File: src/rtl/candle_pkg.sv
// Shared types and constants for the candle PWM output stage.
//   state_t  : PWM controller state (IDLE, RUN, DRAIN)
//   PWM_BITS : width of the PWM counter and duty word
//   PWM_MAX  : last count of a PWM period
package candle_pkg;

   localparam int unsigned PWM_BITS = 8;
   localparam logic [PWM_BITS-1:0] PWM_MAX = 8'hFF;

   typedef enum logic [1:0] {
      IDLE  = 2'd0,
      RUN   = 2'd1,
      DRAIN = 2'd2
   } state_t;

   // True while the PWM counter is allowed to advance.
   function automatic logic is_running(input state_t s);
      return (s == RUN) || (s == DRAIN);
   endfunction

endpackage

File: src/rtl/pwm_prescaler.sv
// Clock prescaler for the PWM counter.
//   clk, rst_n : clock, asynchronous active-low reset
//   en         : count enable; the prescaler is held at 0 while low
//   step       : high in the cycle where the count reaches PRESCALE-1
module pwm_prescaler #(
   parameter int unsigned PRESCALE = 4
) (
   input  logic clk,
   input  logic rst_n,
   input  logic en,
   output logic step
);

   localparam int unsigned CNT_W = (PRESCALE > 1) ? $clog2(PRESCALE) : 1;
   localparam logic [CNT_W-1:0] LAST = CNT_W'(PRESCALE - 1);

   logic [CNT_W-1:0] cnt;

   // With PRESCALE=1 LAST is 0, so step is simply en.
   assign step = en && (cnt == LAST);

   // Free-running 0..PRESCALE-1 counter, cleared while disabled.
   always_ff @(posedge clk or negedge rst_n) begin
      if (!rst_n) begin
         cnt <= '0;
      end else if (!en || step) begin
         cnt <= '0;
      end else begin
         cnt <= cnt + CNT_W'(1);
      end
   end

endmodule

File: src/rtl/candle_pwm.sv
// PWM LED driver for the candle flicker generator.
//   clk, rst_n  : clock, asynchronous active-low reset
//   run         : 1 = generate PWM, 0 = stop at the next period boundary
//   brightness  : requested duty, sampled only at period boundaries
//   pwm_out     : registered LED drive (active-low when INVERT=1)
//   period_tick : one-clock pulse on each counter wrap while active
//   active      : 1 while in RUN or DRAIN
//   duty_q      : duty currently applied (shadow register)
module candle_pwm
   import candle_pkg::*;
#(
   parameter int unsigned PRESCALE = 4,
   parameter bit          INVERT   = 1'b0
) (
   input  logic                clk,
   input  logic                rst_n,
   input  logic                run,
   input  logic [PWM_BITS-1:0] brightness,
   output logic                pwm_out,
   output logic                period_tick,
   output logic                active,
   output logic [PWM_BITS-1:0] duty_q
);

   state_t              state, state_next;
   logic [PWM_BITS-1:0] cnt, cnt_next;
   logic [PWM_BITS-1:0] duty_next;
   logic                pwm_next;
   logic                tick_next;
   logic                active_next;
   logic                step;
   logic                wrap;

   // Prescaler runs only while the counter is live; IDLE holds it at 0.
   pwm_prescaler #(
      .PRESCALE (PRESCALE)
   ) u_prescaler (
      .clk   (clk),
      .rst_n (rst_n),
      .en    (is_running(state)),
      .step  (step)
   );

   assign wrap = step && (cnt == PWM_MAX);

   // State register and registered outputs.
   always_ff @(posedge clk or negedge rst_n) begin
      if (!rst_n) begin
         state       <= IDLE;
         cnt         <= '0;
         duty_q      <= '0;
         pwm_out     <= INVERT;
         period_tick <= 1'b0;
         active      <= 1'b0;
      end else begin
         state       <= state_next;
         cnt         <= cnt_next;
         duty_q      <= duty_next;
         pwm_out     <= pwm_next;
         period_tick <= tick_next;
         active      <= active_next;
      end
   end

   // Next-state and next-output logic.
   always_comb begin
      state_next  = state;
      cnt_next    = cnt;
      duty_next   = duty_q;
      pwm_next    = INVERT;
      tick_next   = 1'b0;
      active_next = 1'b0;

      case (state)
         IDLE: begin
            cnt_next = '0;
            if (run) begin
               state_next = RUN;
               duty_next  = brightness;
            end
         end
         RUN: begin
            if (!run) begin
               state_next = DRAIN;
            end
         end
         DRAIN: begin
            // A returning run wins over a coincident wrap.
            if (run) begin
               state_next = RUN;
            end else if (wrap) begin
               state_next = IDLE;
            end
         end
         default: begin
            state_next = IDLE;
         end
      endcase

      // Counting, duty reload and output are identical in RUN and DRAIN.
      if (state != IDLE) begin
         pwm_next  = (cnt < duty_q) ^ INVERT;
         tick_next = wrap;
         if (step) begin
            cnt_next = cnt + PWM_BITS'(1);
         end
         if (wrap) begin
            duty_next = brightness;
         end
      end

      active_next = is_running(state_next);
   end

endmodule

File: config.mk
export PLATFORM = sky130hd
export DESIGN_NAME = candle_pwm
export DESIGN_NICKNAME = d
export VERILOG_FILES = /design/src/rtl/candle_pkg.sv /design/src/rtl/pwm_prescaler.sv /design/src/rtl/candle_pwm.sv
export SDC_FILE = /design/constraint.sdc
export NUM_CORES = 1
export LEC_CHECK = 0
export CORE_UTILIZATION = 33
export CTS_CLUSTER_DIAMETER = 100
export DETAILED_ROUTE_END_ITERATION = 6
export PLACE_DENSITY = 0.63
export SLEW_MARGIN = 30
export SYNTH_ARGS = -nofsm -noshare
export SYNTH_HDL_FRONTEND = slang
export SYNTH_HIERARCHICAL = 1
export SYNTH_SLANG_ARGS = --single-unit
export TNS_END_PERCENT = 100
File: constraint.sdc
create_clock -name clk -period 2.9 [get_ports clk]
set_input_delay 0.58 -clock clk [delete_from_list [all_inputs] [get_ports clk]]
set_output_delay 0.58 -clock clk [all_outputs]
set_load 0.01 [all_outputs]
==> results.toml <==
[logic_synthesis]
avgSynthCellArea_um2 = 10.12
syn-cell-area_mm2 = 0.001326
synth_fp_nets = 155
synth_warnings = 6
seq_area_frac_synth_pct = 43.40
ys_ff_latch = 23
synth_largest_area_cell = "dfrtp_1"
ys_async_sr_fraction_pct = 100.0
ys.flop_type = "dfrtp_1"
yosys-top-cells-count = "23 x dfrtp_1, 13 x ha_1, 12 x nand2_1"
yosysUniqueCellTypes = 38
yosysMostFrequentCell = "dfrtp_1"
synth_cells = 131
synth_area_leaders = "dfrtp_1 43%, ha_1 12%, o21ai_0 3.8%"
yosys.area.top_type_share_pct = 43.40
synth_edf_count = 0

[sta]
fin_ws_ns = 0.5983
finalSetupTns_ns = 0
drv_slew = 0
fin_crit_sh_pct = 79.37
rsz0062_at_grt = "no"
max_freq_mhz = 434.5
finalCriticalPeriod_ns = 2.302
slew_headroom_pct = 74.74
finalSetupViolCount = 0
hold_viol = 0
tightestPinTransition_ns = 0.3761
fin_skew_ns = 0.0006603

[finish]
diodes = 0
area_growth_pct = 21.89
nets = 178
fillers = 371
fin_util_pct = 43.18
multi_input_area_um2 = 673.1
regArea_um2 = 575.6
drive_above_1_share_pct = 11.11

[setup_path]
crit_path_start_kind = "register"
required_ns = 3.05
crit_path_max_fanout = 15
crit_type = "register to register"
worst_ep_arrival_time_ns = 2.45
critPathCaptureType = "register"

[drt]
drtIter0Drc = 80
wire_per_inst_um = 12.08
drt-pass1-iter-count = 4
vias = 973
viasPerCell = 4.841
drc_errors = 0
drtAntennaViolNets = 0
drt_wl_total_um = 2429

[global_route]
grt_max_degree = 24
grt_pass1_wl_um = 4229
grt-ovfl-total = 0
first_global_vias = 996
grt_usage_pct = 12.84
antenna_found_initial = 0

[die]
core_mm2 = 0.003744
die_h_um = 65.40
die_w_um = 65.40
fp-row-count = 22
start_util_pct = 35.43
io_pins = 22
die_area_mm2 = 0.004277

[clocking]
clkSinkCount = 23
cts_made_buffers = 3
clk_pin_slew_worst_paths_ns = 0.08
clock-root-buffer = "clkbuf_8"
ctsLongestPathBuffers = 2
cts-hold-fix-buffers = 0
postCtsSetupBuffers = 0
cts_tree = "yes"
cts_resized = 0
htree_num_levels = 1
worstSkewPairLatency_ns = 0.26

[pwr]
power.leakage_uw = 0.0007270
peakVddDrop_mv = 0.2673
p_per_area_mw_per_mm2 = 828.0

[placement]
post-dp-hpwl_um = 1843
io_buffers = 21
pre_cts_slack_ns = 0.5968
place.gp.congestion = 0.8483

[job]
cap_violations = 0

[status]
status = "finished clean"

[worst_hold_path]
hp-class = "register to register"
## final timing paths
kind                               startpoint                  to  slack [ns]  cells after the start
setup reg to reg                     state[0]           duty_q[0]        0.60                      7
max in group asynchronous               rst_n         period_tick        2.00                      2
min in group asynchronous               rst_n           duty_q[1]        0.67                      2
hold / removal             u_prescaler/cnt[0]  u_prescaler/cnt[0]        0.46                      1
setup / recovery                     state[0]           duty_q[0]        0.60                      7
hold reg to reg            u_prescaler/cnt[0]  u_prescaler/cnt[0]        0.46                      1
## per-layer routing
layer  share of wire, %  routed length (um)  GRT usage [%]  vias to the layer above
li1                   -                   -              -                      493
met4               0.58                  14          1.902                        0
met1                 50                1203          17.30                      463
met2                 47                1140          20.36                       15
met5                  0                   0              0                        -
met3                2.9                  70          4.167                        2
## cells by family (layout without fill, tap and decap cells)
logic type	Yosys count	after routing	share of synthesized area, %
mux	2	2	1.604
fa+ha+maj	13	13	12.26
buf+inv	15	37	5.849
xor+xnor	6	6	3.963
compound gates	29	29	14.72
simple gates	43	43	18.21
flops	23	23	43.40
## area by class of cell
cell class / count / share of cell area [%]
Clock buffer: 4 / 2.786
Inverter: 10 / 2.322
Multi-Input combinational cell: 93 / 41.64
Sequential cell: 23 / 35.60
Tap cell: 48 / 3.715
Timing Repair Buffer: 23 / 13.93
## layout by cell type (no fill, tap or decap), drive strengths merged
| master | n |
|---|---|
| nor4 | 2 |
| o21ai | 13 |
| clkbuf | 4 |
| mux2 | 1 |
| and3b | 1 |
| nand2b | 2 |
| a311o | 1 |
| a31oi | 1 |
| or3 | 2 |
| xor2 | 3 |
| and2 | 1 |
| clkdlybuf4s50 | 21 |
| and3 | 1 |
| dfrtp | 23 |
| inv | 10 |
| mux2i | 1 |
| a221oi | 1 |
| a211oi | 2 |
| nand4 | 2 |
| a21oi | 5 |
| nor3b | 1 |
| ha | 13 |
| a21o | 3 |
| o21a | 1 |
| nor3 | 3 |
| o2111ai | 1 |
| nand3 | 3 |
| nand2 | 15 |
| buf | 2 |
| xnor2 | 3 |
| nor2 | 10 |
| o31ai | 1 |
## metrics by stage
step                      total power, uW  std cells  hold WS (ns)  area, um2
after floorplan                     920.2        131        0.2844       1326
after global placement               1129        197        0.4404       1572
after CTS                            1356        201        0.4624       1617
final                                1338        201        0.4588       1617
after global routing                 1452        201        0.4783       1617
after detailed placement             1153        197        0.4482       1572
## sequential cells by signal, summed over array words and instances (netlist names)
signal,flops
cnt,8
duty_q,8
state,2
u_prescaler/cnt,2
active,1
period_tick,1
pwm_out,1
## power by group
part,switching (uW),internal [uW]
Combinational,338,325
Sequential,64.8,415
Clock,98.0,97.9
## worst max-delay path: stages, from the launching register on
cell and delay (ns):
dfrtp_1 0.46, inv_1 0.09, ha_1 0.30, and2_2 0.24, nand3_2 0.14, nor4_4 0.38, a21o_4 0.25, mux2_1 0.34
Note: power is estimated with default switching activity, not from simulation.
